File: src/rtl/axi_pkg.sv
// Shared AXI constants and the read-arbiter state encoding.
package axi_pkg;

  // AXI burst types
  localparam logic [1:0] AXI_BURST_FIXED = 2'd0;
  localparam logic [1:0] AXI_BURST_INCR  = 2'd1;
  localparam logic [1:0] AXI_BURST_WRAP  = 2'd2;

  // AXI response codes
  localparam logic [1:0] AXI_RESP_OKAY   = 2'd0;
  localparam logic [1:0] AXI_RESP_SLVERR = 2'd2;

  // Read-arbiter FSM encoding
  localparam logic [1:0] ST_IDLE = 2'd0;
  localparam logic [1:0] ST_ADDR = 2'd1;
  localparam logic [1:0] ST_DATA = 2'd2;

  // One-hot select for a two-requester index
  function automatic logic [1:0] onehot2(input logic idx);
    return idx ? 2'b10 : 2'b01;
  endfunction

endpackage

File: src/rtl/rr_arbiter2.sv
// Two-way round-robin winner select. The pointer holds the requester that
// completed the most recent burst; the other one wins a tie.
module rr_arbiter2 (
  input  logic       aclk,
  input  logic       areset,
  input  logic [1:0] req_valid,
  input  logic       update,
  input  logic       update_idx,
  output logic       any_valid,
  output logic       winner
);

  logic last_grant;

  // Pick the winner from the current requests and the pointer
  always_comb begin
    // NOTE: every output gets a default before the case so no path leaves it unassigned (no latch).
    any_valid = |req_valid;
    winner    = 1'b0;
    case (req_valid)
      2'b11:   winner = ~last_grant;
      2'b10:   winner = 1'b1;
      default: winner = 1'b0;
    endcase
  end

  // Pointer register: reset so requester 0 wins the first tie
  always_ff @(posedge aclk or posedge areset) begin
    if (areset) begin
      last_grant <= 1'b1;
    end else if (update) begin
      last_grant <= update_idx;
    end
  end

endmodule

File: src/rtl/axi_read_arbiter.sv
// Shares the AXI4 read channel of a single slave between two requesters.
// A descriptor is accepted in IDLE, issued on AR, and the R beats are steered
// back to the granted requester until rlast.
module axi_read_arbiter
  import axi_pkg::*;
#(
  parameter int         ADDRESS_WIDTH = 8,
  parameter int         DATA_WIDTH    = 32,
  parameter logic [2:0] BURST_SIZE    = 3'd2,
  parameter logic [1:0] BURST_TYPE    = AXI_BURST_INCR
) (
  input  logic                       aclk,
  input  logic                       areset,
  input  logic [1:0]                 req_valid,
  output logic [1:0]                 req_ready,
  input  logic [2*ADDRESS_WIDTH-1:0] req_addr,
  input  logic [15:0]                req_len,
  output logic [1:0]                 rd_valid,
  input  logic [1:0]                 rd_ready,
  output logic [DATA_WIDTH-1:0]      rd_data,
  output logic [1:0]                 rd_resp,
  output logic                       rd_last,
  output logic                       grant,
  output logic                       busy,
  output logic                       protocol_err,
  output logic [ADDRESS_WIDTH-1:0]   araddr,
  output logic [7:0]                 arlen,
  output logic [2:0]                 arsize,
  output logic [1:0]                 arburst,
  output logic                       arvalid,
  input  logic                       arready,
  input  logic [DATA_WIDTH-1:0]      rdata,
  input  logic [1:0]                 rresp,
  input  logic                       rlast,
  input  logic                       rvalid,
  output logic                       rready
);

  logic [1:0] state;
  logic [7:0] beat_cnt;
  logic       any_valid;
  logic       winner;
  logic       req_fire;
  logic       beat_fire;
  logic       burst_done;

  rr_arbiter2 u_rr (
    .aclk       (aclk),
    .areset     (areset),
    .req_valid  (req_valid),
    .update     (burst_done),
    .update_idx (grant),
    .any_valid  (any_valid),
    .winner     (winner)
  );

  // Handshake outputs and R-channel steering, decoded from the state
  always_comb begin
    req_ready = 2'b00;
    rd_valid  = 2'b00;
    arvalid   = 1'b0;
    rready    = 1'b0;
    rd_last   = 1'b0;
    case (state)
      ST_IDLE: if (any_valid) req_ready = onehot2(winner);
      ST_ADDR: arvalid = 1'b1;
      ST_DATA: begin
        rready   = rd_ready[grant];
        rd_valid = rvalid ? onehot2(grant) : 2'b00;
        rd_last  = rlast;
      end
      default: ;
    endcase
  end

  assign rd_data    = rdata;
  assign rd_resp    = rresp;
  assign busy       = (state != ST_IDLE);
  assign arsize     = BURST_SIZE;
  assign arburst    = BURST_TYPE;
  assign req_fire   = |(req_valid & req_ready);
  assign beat_fire  = rvalid & rready;
  assign burst_done = beat_fire & rlast;

  // Sequencing: accept a descriptor, issue AR, count beats until rlast
  always_ff @(posedge aclk or posedge areset) begin
    // NOTE: non-blocking assignments so every register here sees pre-edge values of the others.
    if (areset) begin
      state        <= ST_IDLE;
      araddr       <= '0;
      arlen        <= '0;
      grant        <= 1'b1;
      beat_cnt     <= '0;
      protocol_err <= 1'b0;
    end else begin
      case (state)
        ST_IDLE: begin
          if (req_fire) begin
            araddr   <= winner ? req_addr[2*ADDRESS_WIDTH-1:ADDRESS_WIDTH]
                               : req_addr[ADDRESS_WIDTH-1:0];
            arlen    <= winner ? req_len[15:8] : req_len[7:0];
            beat_cnt <= winner ? req_len[15:8] : req_len[7:0];
            grant    <= winner;
            state    <= ST_ADDR;
          end
        end
        ST_ADDR: begin
          if (arready) state <= ST_DATA;
        end
        ST_DATA: begin
          if (beat_fire) begin
            if (beat_cnt != 8'd0) beat_cnt <= beat_cnt - 8'd1;
            // The slave decides where the burst ends; a disagreement with
            // arlen is only recorded.
            if (rlast != (beat_cnt == 8'd0)) protocol_err <= 1'b1;
            if (rlast) state <= ST_IDLE;
          end
        end
        default: state <= ST_IDLE;
      endcase
    end
  end

endmodule

File: config.mk
export PLATFORM = sky130hd
export DESIGN_NAME = axi_read_arbiter
export DESIGN_NICKNAME = d
export VERILOG_FILES = /design/src/rtl/axi_pkg.sv /design/src/rtl/rr_arbiter2.sv /design/src/rtl/axi_read_arbiter.sv
export SDC_FILE = /design/constraint.sdc
export NUM_CORES = 1
export LEC_CHECK = 0
export ABC_AREA = 1
export CORE_MARGIN = 4
export CORE_UTILIZATION = 40
export CTS_BUF_LIST = sky130_fd_sc_hd__clkbuf_2
export CTS_CLUSTER_SIZE = 8
export DETAILED_ROUTE_END_ITERATION = 12
export GPL_TIMING_DRIVEN = 0
export PLACE_DENSITY = 0.91
export SLEW_MARGIN = 25
export SYNTH_ARGS = -nofsm -noshare
export SYNTH_HDL_FRONTEND = slang
export SYNTH_HIERARCHICAL = 1
export SYNTH_SLANG_ARGS = --single-unit
File: constraint.sdc
create_clock -name aclk -period 2.6 [get_ports aclk]
set_input_delay 0.52 -clock aclk [delete_from_list [all_inputs] [get_ports aclk]]
set_output_delay 0.52 -clock aclk [all_outputs]
set_load 0.02 [all_outputs]
# Word level (Yosys, flattened, before mapping)
# Index checks and enable logic that the tools add are counted.
[word_totals] register_bits=29
[classes] n_lt_le_gt_ge=1 eq_ne=10 n_reduce_logical=11 n_bitwise=4 add_sub_neg=1 mux=23
[op_table] op="two-way mux 8 bit" count=5
[op_table] op="two-way mux 2 bit" count=10
[op_table] op="one-hot mux 8 bit (2 select lines)" count=1
[op_table] op="!= test 2 bit, second input constant" count=5
[op_table] op="logical NOT 8 bit" count=1
[op_table] op="AND reduction 4 bit" count=2
[op_table] op="nonzero test 8 bit" count=1
[op_table] op="subtractor 8 x 1 -> 8 bit, second input constant" count=1
[op_table] op="equality test 2 bit, second input constant" count=3
[op_table] op="one-hot mux 2 bit (3 select lines)" count=1
[op_table] op="two-way mux 1 bit" count=5
[op_table] op="nonzero test 2 bit" count=2
[op_table] op="OR reduction 2 bit" count=2
[op_table] op="AND reduction 3 bit" count=1
[op_table] op="bitwise AND 1 bit" count=2
[op_table] op="bitwise AND 2 bit" count=1
[op_table] op="equality test 2 x 1 -> 1 bit, second input constant" count=1
[op_table] op="logical NOT 2 bit" count=1
[op_table] op="< comparator 1 x 2 -> 1 bit, second input constant" count=1
[op_table] op="one-hot mux 1 bit (2 select lines)" count=1
[op_table] op="AND reduction 2 bit" count=1
[op_table] op="!= test 1 bit" count=1
[op_table] op="NOT 1 bit" count=1

# Longest topological paths before layout
# Gate-level depths: netlist of run 1.
[depth] word_depth=9 depth_mapped=10

# Modules after synthesis
# Netlist of run 1, hierarchy kept.
[by_module_without_submodules] module="axi_read_arbiter" area_per_inst_um2=2078.2 n_inst=1 seq_area_each_um2=701.9 cells_per_inst=283
[by_module_without_submodules] module="rr_arbiter2" area_per_inst_um2=60.1 n_inst=1 seq_area_each_um2=26.3 cells_per_inst=9

# Worst setup path before layout of run 1
# Ideal clock, no wire load.
[synth_path] kind="input to output" start="input port req_valid[1]" end="output port req_ready[0]" t_arrival_ps=1464 n_path_buf=2 slack_ps=616 cell_stages=5 cell_sequence="inv_1 -> a21oi_1 -> buf_2 -> clkbuf_1 -> nor3_1"
[synth_via] elab_chain_cells=5 elab_cells_between_ends=7 cone_classes="eq/ne (2); mux (4); reduce/logical (1)"
[synth_lines] element="from (decl)" line="axi_read_arbiter.sv:14" rtl="input logic [1:0] req_valid,"
[synth_lines] element="equality test 2 bit" line="rr_arbiter2.sv:20" rtl="case (req_valid)"
[synth_lines] element="one-hot mux 1 bit (2 select lines) (*)" line="rr_arbiter2.sv:20"
[synth_lines] element="named net winner" line="axi_read_arbiter.sv:42" rtl="logic winner;"
[synth_lines] element="two-way mux 2 bit (*)" line="axi_pkg.sv:20" rtl="return idx ? 2'b10 : 2'b01;"
[synth_lines] element="two-way mux 2 bit (*)" line="axi_read_arbiter.sv:65" rtl="ST_IDLE: if (any_valid) req_ready = onehot2(winner);"
[synth_lines] element="two-way mux 2 bit (*)" line="axi_read_arbiter.sv:64" rtl="case (state)"
[synth_lines] element="to (decl)" line="axi_read_arbiter.sv:15" rtl="output logic [1:0] req_ready,"
# The timed path passes the listed nets; every way through them passes the cells marked *.

# Worst setup path after layout of run 1
# Ends and elaborated chain as after synthesis.

==> impl_metrics.json, run 1 <==
{
  "worstPathMaxFanout": 19,
  "drt-total-wl_mm": 5.92,
  "syn_inst": 292,
  "finClkSkew_ps": 19.7,
  "grt_pass1_wl_mm": 9.25,
  "reg2reg_from": "u_rr/last_grant",
  "dr.pass1.iters": 4,
  "postLayoutCellArea_um2": 3270,
  "grt_max_degree": 29,
  "crit_start": "req_valid[1]",
  "layout.nets": 477,
  "drv_cap": 0,
  "n_antenna_cell": 0,
  "muxShareOfSynthArea": 0.0257,
  "cts_inserted_buffers": 5,
  "layout-drive-gt1-share": 0.202,
  "ys_ff_latch": 29,
  "synth_compound_area_frac": 0.122,
  "ant_nets": 0,
  "yosys-top-cells-area": "dfrtp_1 32%, nand2_1 16%, buf_4 14%",
  "cp.required_ps": 2080,
  "hold_viol": 0,
  "synthTopCellsByCount": "92 x nand2_1, 40 x buf_4, 34 x inv_1, 27 x dfrtp_1, 27 x o21ai_0",
  "start_util": 0.416,
  "min_period_ps": 2480,
  "cts_root_buf": "clkbuf_2",
  "dp_cells": 465,
  "hold_buffers": 0,
  "power_frac_comb": 0.624,
  "synth_xor_area_frac": 0.00410,
  "clkSlewWorstSetupHoldPaths_ps": 150,
  "htree_num_levels": 2,
  "syn_area_um2": 2140,
  "outcome": "complete, no violations",
  "maxSlewViolCount": 0,
  "synth_cell_types": 31,
  "max-clock-path-buffers": 2,
  "crit_type": "in2out",
  "die_width_um": 81.1,
  "grt_pass1_vias": 2104,
  "yosysTopAreaCell": "dfrtp_1",
  "cts_tree": "yes",
  "ys.flop_type": "dfrtp_1",
  "clk_latency_ps": 370,
  "routedWlPerCell_um": 12.6,
  "final.setup.tns_ps": 0,
  "ios": 140,
  "synth_top_family_by_area": "simple AND/OR/NAND/NOR gates",
  "crit_path_start_kind": "input pin",
  "ys_async_sr_fraction": 1.00,
  "setup-violations-final": 0,
  "synth_fa_ha_area_frac": 0.0117,
  "p_clk_frac": 0.082,
  "yosys.area.top_type_share": 0.316,
  "syn_to_final_growth_pct": 53.0,
  "period_share": 0.955,
  "grt_usage": 0.181,
  "pwr_density_cell_nw_per_um2": 865,
  "internal_power_w": 0.00149,
  "num_vias": 2184,
  "num-fill-cells": 459,
  "rsz0062_at_grt": "false",
  "synth_edf_count": 0,
  "port_buffers": 100,
  "worst_pin_slew_ps": 594,
  "drc": 0,
  "antenna_found_initial": 0,
  "post-dp-hpwl_mm": 4.88,
  "die_area_um2": 6580,
  "relSlewSlack": 0.603,
  "yosysSeqAreaShare": 0.341,
  "via_per_inst": 4.64,
  "die_height_um": 81.1,
  "ys_warn_count": 6,
  "power.leakage_nw": 1.65,
  "holdCritPathClass": "in2async",
  "final_cells": 471,
  "endpoint_kind": "output port",
  "synth-simple-area-share": 0.268,
  "yosysMostFrequentCell": "nand2_1",
  "place.gp.congestion": 0.899,
  "p_sw_w": 0.00134,
  "switching_share": 0.474,
  "timing.hold.ws_ps": 480,
  "avgSynthCellArea_um2": 7.32,
  "placed_area_um2": 3240,
  "globalRoute.totalOverflow": 0,
  "clock.fmax_mhz": 403,
  "ir_worst_vdd_uv": 490,
  "clkSinkCount": 29,
  "drt_iter0_drc": 182,
  "coreArea_um2": 5140,
  "cp_data_arrival_time_ps": 1960,
  "rows": 26,
  "p_seq_frac": 0.294
}
per-layer routing:
metal | up-vias | wire (um) | global-route usage
met1 | 965 | 2320 | 0.202
met5 | - | 0 | 0
li1 | 1080 | - | -
met3 | 13 | 577 | 0.0565
met2 | 126 | 2900 | 0.320
met4 | 0 | 126 | 0.0659
layout make-up:
type                    instances  area, um^2  area share
flip-flops and latches         29         728       0.223
multi-input cells             185         941       0.288
clock buffers                   6        30.0     0.00918
repair buffers                100         996       0.304
plain buffers                  43         337       0.103
clock inverters                 2        10.0     0.00306
inverters                      36         143      0.0436
well taps                      70        87.6      0.0268
stage by stage:
step | util | worst slack [ps] | total power [W]
after floorplan | - | 616 | 0.00193
after global placement | 0.630 | -505 | 0.00255
after detailed placement | 0.630 | -564 | 0.00262
after CTS | 0.637 | 118 | 0.00284
after global routing | 0.637 | 39.2 | 0.00305
final | 0.637 | 117 | 0.00283
power groups by stage:
stage	clock (W)	combinational [W]	sequential, W
floorplan	0	0.000951	0.000981
global placement	0	0.00172	0.000828
detailed placement	0	0.00178	0.000839
CTS	0.000236	0.00178	0.000831
global route	0.000254	0.00193	0.000862
finish	0.000231	0.00177	0.000832
cell families (layout without fill, tap and decap cells):
| logic type | after synthesis | in the layout |
|---|---|---|
| DFF | 29 | 29 |
| and+or+nand+nor | 129 | 129 |
| AOI/OAI and AO/OA | 43 | 43 |
| other | 2 | 5 |
| muxes | 5 | 5 |
| adders and majority gates | 2 | 2 |
| buffers and inverters | 81 | 187 |
| xor gates and xnor gates | 1 | 1 |
repair_timing:
item	in CTS	in global routing
endpoints found under the setup margin	5	0
setup buffers	0	0
resized for setup	6	0
worst paths after layout:
| check | to | slack, ps | depth (start not counted) |
|---|---|---|---|
| min in group aclk | u_rr/last_grant | 480 | 2 |
| worst min-delay path | u_rr/last_grant | 480 | 2 |
| worst max register to register | beat_cnt[2] | 920 | 7 |
| max in group asynchronous | arlen[2] | 1640 | 2 |
| worst min register to register | u_rr/last_grant | 480 | 2 |
| worst max-delay path | req_ready[0] | 120 | 6 |
cells in the final DEF, fill, tap and decap left out:
cell type	count
nand3_1	7
xor2_1	1
or2_1	1
nand2_1	92
clkbuf_2	6
o21ai_2	10
inv_6	1
nor2_1	14
ha_1	2
inv_4	1
nand2_2	2
a21oi_1	3
dfstp_2	2
mux2i_1	1
buf_4	40
clkinv_2	2
nor2_2	1
dlygate4sd2_1	4
nand3_2	4
nand4_1	1
conb_1	5
nor3_1	3
clkdlybuf4s50_1	96
mux2_2	4
o21ai_0	27
nor2_8	1
inv_2	1
nand2_4	3
a22oi_1	1
inv_1	33
dfrtp_1	27
o21bai_1	2
clkbuf_8	1
buf_6	2
sequential cells by signal (all words and copies together), names as in the netlist:
name             flops
araddr               8
arlen                8
beat_cnt             8
grant                1
protocol_err         1
state                2
u_rr/last_grant      1
critical path, cell delays in order:
cell and delay (ps):
clkdlybuf4s50_1 520, inv_1 60, a21oi_1 230, buf_6 230, nor3_1 70, dlygate4sd2_1 320
No activity file was read; power rests on OpenSTA's default activity.
==> inputs of run 2 (changes only) <==
- CORE_MARGIN: 4 -> not set
- CORE_UTILIZATION: 40 -> 39
- CTS_BUF_LIST: sky130_fd_sc_hd__clkbuf_2 -> sky130_fd_sc_hd__clkbuf_16
- PLACE_DENSITY: 0.91 -> 0.86
==> run 2 against run 1 <==
Count of clock-buffer cells in the layout fell by 1. Via count fell by 1.4%. Critical path type is now reg2out. Register-to-register slack gained 40 ps. Flip-flop and latch count stayed put. Highest routed layer unchanged. Critical path depth decreased by 1.
==> impl_metrics.json, run 2 (same netlist as run 1, synthesis figures left out) <==
{
  "dp_slack_ps": -584,
  "drv_cap": 0,
  "clock.fmax_mhz": 407,
  "reg2reg_from": "u_rr/last_grant",
  "final_common_cell": "clkdlybuf4s50_1",
  "min_period_ps": 2460,
  "pwr_density_cell_nw_per_um2": 924,
  "via_per_inst": 4.56,
  "ant_nets": 0,
  "num_vias": 2153,
  "finClkSkew_ps": 4.75,
  "endpoint_kind": "output port",
  "coreArea_um2": 5200,
  "holdCritStartpoint": "arlen[1]",
  "clk_latency_ps": 270,
  "antenna_found_initial": 0,
  "worstPathMaxFanout": 10,
  "grt_pass1_vias": 2201,
  "dr.pass1.iters": 4,
  "drt_iter0_drc": 100,
  "period_share": 0.944,
  "relSlewSlack": 0.601,
  "die_area_um2": 5780,
  "hold_buffers": 0,
  "cts_root_buf": "clkbuf_16",
  "crit_path_start_kind": "flop",
  "cts_inserted_buffers": 5,
  "htree_num_levels": 2,
  "grt_pass1_wl_mm": 9.28,
  "drc": 0,
  "rsz0062_at_grt": "false",
  "rows": 26,
  "drt-total-wl_mm": 5.37,
  "setup-violations-final": 0,
  "power.leakage_nw": 1.72,
  "die_height_um": 76.0,
  "holdCritPathClass": "reg2reg",
  "grt_usage": 0.195,
  "cp.required_ps": 2080,
  "maxSlewViolCount": 0,
  "crit_start": "state[0]",
  "worst_pin_slew_ps": 598,
  "crit_type": "reg2out",
  "syn_to_final_growth_pct": 58.3,
  "ir_worst_vdd_uv": 462,
  "reg_top3": "araddr x8, arlen x8, beat_cnt x8",
  "layout-drive-gt1-share": 0.201,
  "grt_max_degree": 29,
  "final_cell_mix": "96 x clkdlybuf4s50_1, 92 x nand2_1, 40 x buf_4",
  "max-clock-path-buffers": 2,
  "final_core_utilization": 0.650,
  "port_buffers": 100,
  "ios": 140,
  "cts_setup_buffers": 0,
  "start_util": 0.411,
  "clkSlewWorstSetupHoldPaths_ps": 50,
  "cp_data_arrival_time_ps": 1940,
  "hold_viol": 0,
  "outcome": "complete, no violations",
  "layout.nets": 478,
  "place.gp.congestion": 0.845,
  "n_antenna_cell": 0,
  "worst_slack_ps": 144,
  "post-dp-hpwl_mm": 4.34,
  "routedWlPerCell_um": 11.4,
  "cts_tree": "yes",
  "die_width_um": 76.0,
  "globalRoute.totalOverflow": 0,
  "finalPower_w": 0.00313,
  "clkSinkCount": 29,
  "final.setup.tns_ps": 0
}
run 2: area by class of cell:
cell class                 count  area (um^2)
timing repair buffer         100         1000
fill                         452         1820
buffer                        44          340
clock buffer                   5          125
inverter                      36          143
tap                           70         87.6
sequential                    29          728
multi-input combinational    185          945
clock inverter                 3         13.8
run 2: path summary, 6_finish.rpt:
path	to	slack (ps)	depth (start not counted)
max	rready	140	5
min	arlen[1]	470	2
max reg2reg	beat_cnt[2]	960	7
min reg2reg	arlen[1]	470	2
max in group asynchronous	arlen[5]	1540	2
min in group asynchronous	u_rr/last_grant	600	2
run 2: what timing repair did:
item                       4_1_cts  5_1_grt
resized for setup                5        2
gates cloned                     0        0
setup endpoints to repair        2        2
run 2: power breakdown:
part / internal (W) / total (W) / switching, W
combinational: 0.000751 / 0.00175 / 0.000999
sequential: 0.000679 / 0.000838 / 0.000159
clock: 0.000346 / 0.000540 / 0.000194
run 2: critical path, stage by stage (launching register included):
cell	delay [ps]
dfrtp_1	380
inv_1	140
nand2_4	110
clkbuf_1	240
a21oi_1	170
clkdlybuf4s50_1	620
run 2: routing by layer:
layer  up-vias  GRT usage  routed length (um)  share of wire
met5         -          0                   0              0
met4         0     0.0577                  67          0.012
met3         9     0.0539                 425          0.079
met2        94      0.363                2730           0.51
met1       965      0.215                2150           0.40
li1       1085          -                   -              -
run 2: per-stage QoR:
stage	area, um^2	std cells	hold slack, ps
6_report	3390	472	473
2_1_floorplan	2150	295	410
3_3_place_gp	3240	465	454
5_1_grt	3390	472	504
3_5_place_dp	3240	465	463
4_1_cts	3380	472	476
